File: config.mk
export PLATFORM = sky130hd
export DESIGN_NAME = mem_stage_flat
export DESIGN_NICKNAME = d
export VERILOG_FILES = /design/src/rtl/mem_stage_if.sv /design/src/rtl/mem_stage.sv /design/src/flat_wrapper.sv
export SDC_FILE = /design/constraint.sdc
export NUM_CORES = 1
export LEC_CHECK = 0
export BUFFER_PORTS_ARGS = -buffer_cell sky130_fd_sc_hd__buf_2
export CELL_PAD_IN_SITES_DETAIL_PLACEMENT = 1
export CELL_PAD_IN_SITES_GLOBAL_PLACEMENT = 2
export CORE_AREA = 2 2 160 162
export DETAILED_ROUTE_END_ITERATION = 16
export DIE_AREA = 0 0 162 164
export HOLD_SLACK_MARGIN = 0.1
export PLACE_DENSITY_LB_ADDON = 0.2
export SYNTH_ARGS = -nofsm -noshare
export SYNTH_HDL_FRONTEND = slang
export SYNTH_SLANG_ARGS = --single-unit
export TNS_END_PERCENT = 1
File: constraint.sdc
create_clock -name clk -period 5.83 [get_ports clk]
set_input_delay 0.583 -clock clk [delete_from_list [all_inputs] [get_ports clk]]
set_output_delay 0.583 -clock clk [all_outputs]
set_load 0.01 [all_outputs]
File: src/rtl/mem_stage_if.sv
// Handshake and data bundle for mem_stage: execute input, dcache response,
// ctrl flush/pause, writeback record and optional load bypass.
interface mem_stage_if #(
    parameter int ADDR_W = 32,
    parameter int DATA_W = 32
);
    logic              in_valid;
    logic              in_ready;
    logic [ADDR_W-1:0] in_pc;
    logic [7:0]        in_aluop;
    logic [ADDR_W-1:0] in_mem_addr;
    logic              in_mem_req;
    logic              in_is_exception;
    logic              in_reg_write_en;
    logic [4:0]        in_reg_write_addr;
    logic [DATA_W-1:0] in_reg_write_data;
    logic              dcache_data_ok;
    logic [DATA_W-1:0] dcache_rdata;
    logic              flush;
    logic              wb_allow;
    logic              out_valid;
    logic [ADDR_W-1:0] out_pc;
    logic              out_reg_write_en;
    logic [4:0]        out_reg_write_addr;
    logic [DATA_W-1:0] out_reg_write_data;
    logic              pause_mem;
    logic              fwd_valid;
    logic [4:0]        fwd_addr;
    logic [DATA_W-1:0] fwd_data;

    modport slave (
        input  in_valid, in_pc, in_aluop, in_mem_addr, in_mem_req, in_is_exception,
               in_reg_write_en, in_reg_write_addr, in_reg_write_data,
               dcache_data_ok, dcache_rdata, flush, wb_allow,
        output in_ready, out_valid, out_pc, out_reg_write_en, out_reg_write_addr,
               out_reg_write_data, pause_mem, fwd_valid, fwd_addr, fwd_data
    );

    modport master (
        output in_valid, in_pc, in_aluop, in_mem_addr, in_mem_req, in_is_exception,
               in_reg_write_en, in_reg_write_addr, in_reg_write_data,
               dcache_data_ok, dcache_rdata, flush, wb_allow,
        input  in_ready, out_valid, out_pc, out_reg_write_en, out_reg_write_addr,
               out_reg_write_data, pause_mem, fwd_valid, fwd_addr, fwd_data
    );
endinterface

File: src/rtl/mem_stage.sv
// Memory stage: waits for dcache responses, aligns/extends load data, drives WB record.
// Optional combinational load bypass enabled by defining MEM_LOAD_FWD_EN.
module mem_stage #(
    parameter int ADDR_W = 32,
    parameter int DATA_W = 32
) (
    input logic       clk,
    input logic       rst,
    mem_stage_if.slave bus
);
    localparam logic [7:0] ALU_LDB  = 8'h20;
    localparam logic [7:0] ALU_LDBU = 8'h21;
    localparam logic [7:0] ALU_LDH  = 8'h22;
    localparam logic [7:0] ALU_LDHU = 8'h23;
    localparam logic [7:0] ALU_LDW  = 8'h24;
    localparam logic [7:0] ALU_LLW  = 8'h25;

    typedef enum logic {IDLE, WAIT} state_t;

    state_t            state_q, state_d;
    logic              drop_q, drop_d;
    logic [7:0]        aluop_q, aluop_d;
    logic [1:0]        off_q, off_d;
    logic              we_q, we_d;
    logic [4:0]        waddr_q, waddr_d;
    logic [DATA_W-1:0] wdata_q, wdata_d;
    logic [ADDR_W-1:0] pc_q, pc_d;

    logic              out_valid_q, out_valid_d;
    logic [ADDR_W-1:0] out_pc_q, out_pc_d;
    logic              out_we_q, out_we_d;
    logic [4:0]        out_waddr_q, out_waddr_d;
    logic [DATA_W-1:0] out_wdata_q, out_wdata_d;

    logic              in_ready;
    logic              accept;
    logic              wait_done;
    logic [7:0]        ld_byte;
    logic [15:0]       ld_half;
    logic [DATA_W-1:0] ld_data;
    logic              unused_addr_bits;

    assign unused_addr_bits = ^bus.in_mem_addr[ADDR_W-1:2];

    assign in_ready  = !rst && (state_q == IDLE) && (!out_valid_q || bus.wb_allow) && !drop_q;
    assign accept    = bus.in_valid && in_ready && !bus.flush;
    assign wait_done = (state_q == WAIT) && bus.dcache_data_ok;

    // Non-load ops (stores, SCW) fall through to the captured write data.
    always_comb begin
        ld_byte = bus.dcache_rdata[{off_q, 3'b000} +: 8];
        ld_half = bus.dcache_rdata[{off_q[1], 4'b0000} +: 16];
        case (aluop_q)
            ALU_LDB:          ld_data = {{(DATA_W-8){ld_byte[7]}}, ld_byte};
            ALU_LDBU:         ld_data = {{(DATA_W-8){1'b0}}, ld_byte};
            ALU_LDH:          ld_data = {{(DATA_W-16){ld_half[15]}}, ld_half};
            ALU_LDHU:         ld_data = {{(DATA_W-16){1'b0}}, ld_half};
            ALU_LDW, ALU_LLW: ld_data = bus.dcache_rdata;
            default:          ld_data = wdata_q;
        endcase
    end

    always_comb begin
        state_d     = state_q;
        drop_d      = drop_q;
        aluop_d     = aluop_q;
        off_d       = off_q;
        we_d        = we_q;
        waddr_d     = waddr_q;
        wdata_d     = wdata_q;
        pc_d        = pc_q;
        out_valid_d = out_valid_q;
        out_pc_d    = out_pc_q;
        out_we_d    = out_we_q;
        out_waddr_d = out_waddr_q;
        out_wdata_d = out_wdata_q;

        if (accept) begin
            aluop_d = bus.in_aluop;
            off_d   = bus.in_mem_addr[1:0];
            we_d    = bus.in_reg_write_en;
            waddr_d = bus.in_reg_write_addr;
            wdata_d = bus.in_reg_write_data;
            pc_d    = bus.in_pc;
        end

        case (state_q)
            IDLE: begin
                if (drop_q && bus.dcache_data_ok)
                    drop_d = 1'b0;
                if (accept && bus.in_mem_req && !bus.in_is_exception)
                    state_d = WAIT;
            end
            WAIT: begin
                // A flush racing the response consumes it; otherwise one response is still owed.
                if (bus.flush) begin
                    state_d = IDLE;
                    if (!bus.dcache_data_ok)
                        drop_d = 1'b1;
                end else if (bus.dcache_data_ok) begin
                    state_d = IDLE;
                end
            end
            default: state_d = IDLE;
        endcase

        if (bus.flush) begin
            out_valid_d = 1'b0;
        end else if (accept && (!bus.in_mem_req || bus.in_is_exception)) begin
            out_valid_d = 1'b1;
            out_pc_d    = bus.in_pc;
            out_we_d    = bus.in_reg_write_en && !bus.in_is_exception;
            out_waddr_d = bus.in_reg_write_addr;
            out_wdata_d = bus.in_reg_write_data;
        end else if (wait_done) begin
            out_valid_d = 1'b1;
            out_pc_d    = pc_q;
            out_we_d    = we_q;
            out_waddr_d = waddr_q;
            out_wdata_d = ld_data;
        end else if (bus.wb_allow) begin
            out_valid_d = 1'b0;
        end
    end

    always_ff @(posedge clk or posedge rst) begin
        if (rst) begin
            state_q     <= IDLE;
            drop_q      <= 1'b0;
            aluop_q     <= '0;
            off_q       <= '0;
            we_q        <= 1'b0;
            waddr_q     <= '0;
            wdata_q     <= '0;
            pc_q        <= '0;
            out_valid_q <= 1'b0;
            out_pc_q    <= '0;
            out_we_q    <= 1'b0;
            out_waddr_q <= '0;
            out_wdata_q <= '0;
        end else begin
            state_q     <= state_d;
            drop_q      <= drop_d;
            aluop_q     <= aluop_d;
            off_q       <= off_d;
            we_q        <= we_d;
            waddr_q     <= waddr_d;
            wdata_q     <= wdata_d;
            pc_q        <= pc_d;
            out_valid_q <= out_valid_d;
            out_pc_q    <= out_pc_d;
            out_we_q    <= out_we_d;
            out_waddr_q <= out_waddr_d;
            out_wdata_q <= out_wdata_d;
        end
    end

    assign bus.in_ready           = in_ready;
    assign bus.out_valid          = out_valid_q;
    assign bus.out_pc             = out_pc_q;
    assign bus.out_reg_write_en   = out_we_q;
    assign bus.out_reg_write_addr = out_waddr_q;
    assign bus.out_reg_write_data = out_wdata_q;
    assign bus.pause_mem          = ((state_q == WAIT) && !bus.dcache_data_ok) || drop_q;

`ifdef MEM_LOAD_FWD_EN
    logic is_load_q;
    logic fwd_valid;
    assign is_load_q     = aluop_q inside {ALU_LDB, ALU_LDBU, ALU_LDH, ALU_LDHU, ALU_LDW, ALU_LLW};
    assign fwd_valid     = wait_done && !drop_q && we_q && is_load_q;
    assign bus.fwd_valid = fwd_valid;
    assign bus.fwd_addr  = fwd_valid ? waddr_q : '0;
    assign bus.fwd_data  = fwd_valid ? ld_data : '0;
`else
    assign bus.fwd_valid = 1'b0;
    assign bus.fwd_addr  = '0;
    assign bus.fwd_data  = '0;
`endif
endmodule

File: src/flat_wrapper.sv
// flat-port wrapper written by rule: the top's interface ports become plain ports
module mem_stage_flat 
#(
    parameter int ADDR_W = 32,
    parameter int DATA_W = 32
)
  (clk, rst, bus_in_valid, bus_in_pc, bus_in_aluop, bus_in_mem_addr, bus_in_mem_req, bus_in_is_exception, bus_in_reg_write_en, bus_in_reg_write_addr, bus_in_reg_write_data, bus_dcache_data_ok, bus_dcache_rdata, bus_flush, bus_wb_allow, bus_in_ready, bus_out_valid, bus_out_pc, bus_out_reg_write_en, bus_out_reg_write_addr, bus_out_reg_write_data, bus_pause_mem, bus_fwd_valid, bus_fwd_addr, bus_fwd_data);
  mem_stage_if #(.ADDR_W(ADDR_W), .DATA_W(DATA_W)) bus_i ();
  input logic clk;
  input logic rst;
  input wire logic [$bits(bus_i.in_valid)-1:0] bus_in_valid;
  input wire logic [$bits(bus_i.in_pc)-1:0] bus_in_pc;
  input wire logic [$bits(bus_i.in_aluop)-1:0] bus_in_aluop;
  input wire logic [$bits(bus_i.in_mem_addr)-1:0] bus_in_mem_addr;
  input wire logic [$bits(bus_i.in_mem_req)-1:0] bus_in_mem_req;
  input wire logic [$bits(bus_i.in_is_exception)-1:0] bus_in_is_exception;
  input wire logic [$bits(bus_i.in_reg_write_en)-1:0] bus_in_reg_write_en;
  input wire logic [$bits(bus_i.in_reg_write_addr)-1:0] bus_in_reg_write_addr;
  input wire logic [$bits(bus_i.in_reg_write_data)-1:0] bus_in_reg_write_data;
  input wire logic [$bits(bus_i.dcache_data_ok)-1:0] bus_dcache_data_ok;
  input wire logic [$bits(bus_i.dcache_rdata)-1:0] bus_dcache_rdata;
  input wire logic [$bits(bus_i.flush)-1:0] bus_flush;
  input wire logic [$bits(bus_i.wb_allow)-1:0] bus_wb_allow;
  output wire logic [$bits(bus_i.in_ready)-1:0] bus_in_ready;
  output wire logic [$bits(bus_i.out_valid)-1:0] bus_out_valid;
  output wire logic [$bits(bus_i.out_pc)-1:0] bus_out_pc;
  output wire logic [$bits(bus_i.out_reg_write_en)-1:0] bus_out_reg_write_en;
  output wire logic [$bits(bus_i.out_reg_write_addr)-1:0] bus_out_reg_write_addr;
  output wire logic [$bits(bus_i.out_reg_write_data)-1:0] bus_out_reg_write_data;
  output wire logic [$bits(bus_i.pause_mem)-1:0] bus_pause_mem;
  output wire logic [$bits(bus_i.fwd_valid)-1:0] bus_fwd_valid;
  output wire logic [$bits(bus_i.fwd_addr)-1:0] bus_fwd_addr;
  output wire logic [$bits(bus_i.fwd_data)-1:0] bus_fwd_data;
  assign bus_i.in_valid = bus_in_valid;
  assign bus_i.in_pc = bus_in_pc;
  assign bus_i.in_aluop = bus_in_aluop;
  assign bus_i.in_mem_addr = bus_in_mem_addr;
  assign bus_i.in_mem_req = bus_in_mem_req;
  assign bus_i.in_is_exception = bus_in_is_exception;
  assign bus_i.in_reg_write_en = bus_in_reg_write_en;
  assign bus_i.in_reg_write_addr = bus_in_reg_write_addr;
  assign bus_i.in_reg_write_data = bus_in_reg_write_data;
  assign bus_i.dcache_data_ok = bus_dcache_data_ok;
  assign bus_i.dcache_rdata = bus_dcache_rdata;
  assign bus_i.flush = bus_flush;
  assign bus_i.wb_allow = bus_wb_allow;
  assign bus_in_ready = bus_i.in_ready;
  assign bus_out_valid = bus_i.out_valid;
  assign bus_out_pc = bus_i.out_pc;
  assign bus_out_reg_write_en = bus_i.out_reg_write_en;
  assign bus_out_reg_write_addr = bus_i.out_reg_write_addr;
  assign bus_out_reg_write_data = bus_i.out_reg_write_data;
  assign bus_pause_mem = bus_i.pause_mem;
  assign bus_fwd_valid = bus_i.fwd_valid;
  assign bus_fwd_addr = bus_i.fwd_addr;
  assign bus_fwd_data = bus_i.fwd_data;
  mem_stage #(.ADDR_W(ADDR_W), .DATA_W(DATA_W)) u_core (.clk(clk), .rst(rst), .bus(bus_i));
endmodule
==> impl_metrics.py <==
metrics = {
    "global_routing": {
        "grtUsageMet2": 0.310,
        "grt_overflow": 0,
        "grt_first_pass_wirelength_um": 37200,
        "antenna_found_initial": 9,
        "grtUsageMet3": 0.0449,
        "met1_usage": 0.231,
        "grt_max_degree": 93,
        "first_global_vias": 6530,
        "top_usage_layer": "met2",
        "grtUsageTotal": 0.183,
    },
    "final_layout": {
        "area_growth_pct": 22.8,
        "fin_util": 0.363,
        "final_layout_size_suffix_gt1_frac": 0.380,
        "final_cells": 1201,
        "nets": 1002,
    },
    "die": {
        "die_w_um": 162,
        "core_area_um2": 24800,
        "die-area_um2": 26600,
        "fp-row-count": 58,
        "die_h_um": 164,
        "io-pin-count": 261,
        "initial_core_util": 0.296,
    },
    "clocking": {
        "ctsResizeCount": 0,
        "clkLatencyLatePin_ns": 0.43,
        "cts_buffers": 17,
        "cts_buffer_depth": 2,
        "clockRootBuffer": "clkbuf_16",
        "post_cts_buffers": 0,
        "clock_sinks": 153,
        "path_clk_slew_ns": 0.07,
        "ctsHoldBuffers": 0,
        "cts_tree": "done",
        "htreeDepth": 4,
    },
    "logic_synthesis": {
        "synth.distinct_cells": 40,
        "ys.warnings.count": 0,
        "netlist_area_um2": 7340,
        "synth_edf_count": 0,
        "synthCells": 684,
        "avgSynthCellArea_um2": 10.7,
        "synth_seq_cells": 153,
        "synth-async-reset-ratio": 1.00,
        "yosysSeqAreaShare": 0.522,
        "synth_flop_cell": "dfrtp_1",
    },
    "critical_path": {
        "arrival_ns": 3.57,
        "crit_chain": "mux4_2, and3b_4, a2111oi_4, a21oi_1, a211o_1",
        "critPathKind": "reg2reg",
        "cp_max_fo": 18,
        "cpPeakStageDelay_ns": 0.97,
        "endpoint_kind": "flip-flop",
        "critPathSlowestCell": "dfrtp_1",
        "required_ns": 6.14,
        "critPathLaunchType": "flip-flop",
    },
    "sta": {
        "drv_slew": 0,
        "timing.setup.tns_ns": 0,
        "setup_ws_ns": 2.57,
        "min_period_over_period": 0.560,
        "rsz0062_at_grt": "false",
        "clock_skew_ns": 0.0135,
        "finalHoldViolCount": 0,
        "fmax_mhz": 306,
        "slew_headroom": 0.250,
        "finalCriticalPeriod_ns": 3.26,
        "worst_pin_slew_ns": 1.12,
        "setup_viol": 0,
    },
    "routing": {
        "drc_errors": 0,
        "drt_iter0_markers": 212,
        "via_per_inst": 5.00,
        "first_pass_iters": 5,
        "wl_um": 24200,
        "routedWlPerCell_um": 20.1,
        "via_count": 6008,
        "antenna_left": 0,
    },
    "placement": {
        "hpwlAfterDp_um": 16400,
        "place_inst": 1163,
        "routabilityCongestion": 0.805,
        "port_buffers": 192,
        "pre_cts_slack_ns": 2.49,
    },
    "hold_path": {
        "min_path_type": "in2async",
    },
    "pwr": {
        "power.leakage_nw": 4.15,
        "ir_drop_mv": 0.161,
        "p_per_area_nw_per_um2": 364,
    },
    "outcome": {
        "status": "complete, no violations",
    },
    "flow_run": {
        "drv_cap": 0,
    },
}
==> metrics by stage <==
| stage | instance area, um2 | hold WS (ns) | power [mW] |
|---|---|---|---|
| after floorplan | 7470 | 0.475 | 1.94 |
| after global placement | 8430 | 0.484 | 2.20 |
| after detailed placement | 8430 | 0.494 | 2.25 |
| after CTS | 8990 | 0.355 | 3.33 |
| after global routing | 9000 | 0.363 | 3.48 |
| final | 9010 | 0.328 | 3.28 |
==> cell usage after synthesis, types with 2 or more instances <==
cell	n	share of area
buf_6	2	0.0031
dfrtp_1	153	0.52
clkbuf_1	31	0.016
inv_1	5	0.0026
nor2_1	46	0.024
buf_1	7	0.0036
nor2b_1	7	0.0060
a211o_1	16	0.019
nor3_1	25	0.017
buf_4	38	0.039
o2bb2ai_1	2	0.0024
a21oi_1	19	0.013
o21ai_0	39	0.027
mux2i_1	7	0.0096
o211ai_1	9	0.0092
a31oi_1	19	0.016
nand2b_1	6	0.0051
and3_1	18	0.015
and3b_1	2	0.0024
a2111oi_0	4	0.0048
buf_2	11	0.0075
a32oi_1	2	0.0024
mux2_2	88	0.14
o22ai_1	22	0.019
nand2_1	67	0.034
nand3_1	9	0.0061
a22oi_1	6	0.0061
a221oi_1	12	0.014
==> worst paths after layout <==
kind | cells past startpoint | start | endpoint | slack, ns
setup / recovery | 5 | u_core.off_q[1] | u_core.bus.out_reg_write_data[16] | 2.57
hold / removal | 2 | rst | u_core.drop_q | 0.33
setup reg to reg | 5 | u_core.off_q[1] | u_core.bus.out_reg_write_data[16] | 2.57
hold reg to reg | 2 | u_core.bus.out_pc[30] | u_core.bus.out_pc[30] | 0.50
max in group asynchronous | 3 | rst | u_core.bus.out_reg_write_data[11] | 4.12
min in group clk | 2 | bus_in_reg_write_data[18] | u_core.bus.out_reg_write_data[18] | 0.38
==> per-layer routing <==
metal	share of wire	vias to the layer above
li1	-	2735
met1	0.43	3037
met2	0.49	190
met3	0.054	40
met4	0.024	6
met5	0.0017	-
==> power breakdown <==
group / leakage (nW) / switching, mW / internal [mW]
registers: 1.82 / 0.168 / 1.32
clock network: 0.272 / 0.479 / 0.581
logic: 2.07 / 0.380 / 0.357
==> layout by cell type, fill, tap and decap left out, types with 16 or more instances in the layout <==
master and instances:
a211o_1 16, a21oi_1 19, a31oi_1 19, and3_1 18, buf_2 192, clkbuf_16 17, conb_1 38, dfrtp_1 153
mux2_2 88, nand2_1 67, nor2_1 46, nor3_1 23, o21ai_0 39, o22ai_1 22
==> cell families (layout without fill, tap and decap cells) <==
group / count (synthesis) / in the layout / synth area share
AOI/OAI and AO/OA: 153 / 153 / 0.139
buffers and inverters: 94 / 238 / 0.0715
DFF: 153 / 153 / 0.522
muxes: 96 / 96 / 0.148
other: 1 / 44 / 0.000511
and+or+nand+nor: 187 / 187 / 0.119
==> layout make-up <==
cell class	instances	area (um2)
Sequential cell	153	3830
Multi-Input combinational cell	474	3140
Tap cell	330	413
Clock inverter	12	108
Timing Repair Buffer	201	1030
Inverter	5	23.8
Fill cell	2842	15800
Clock buffer	20	457
Antenna cell	6	15.0
==> sequential cells by signal, indices dropped and copies added (netlist names) <==
signal / flops
u_core.bus.out_pc: 32
u_core.aluop_q: 8
u_core.drop_q: 1
u_core.bus.out_reg_write_addr: 5
u_core.we_q: 1
u_core.bus.out_valid: 1
u_core.bus.out_reg_write_data: 32
u_core.state_q: 1
u_core.off_q: 2
u_core.wdata_q: 32
u_core.waddr_q: 5
u_core.bus.out_reg_write_en: 1
u_core.pc_q: 32
==> critical path, delay by kind of cell (launching register included) <==
kind	cells	cell delay, ns
DFF	1	0.97
AOI/OAI and AO/OA	3	1.36
and+or+nand+nor	1	0.20
muxes	1	0.61
No activity file was read; power rests on OpenSTA's default activity.
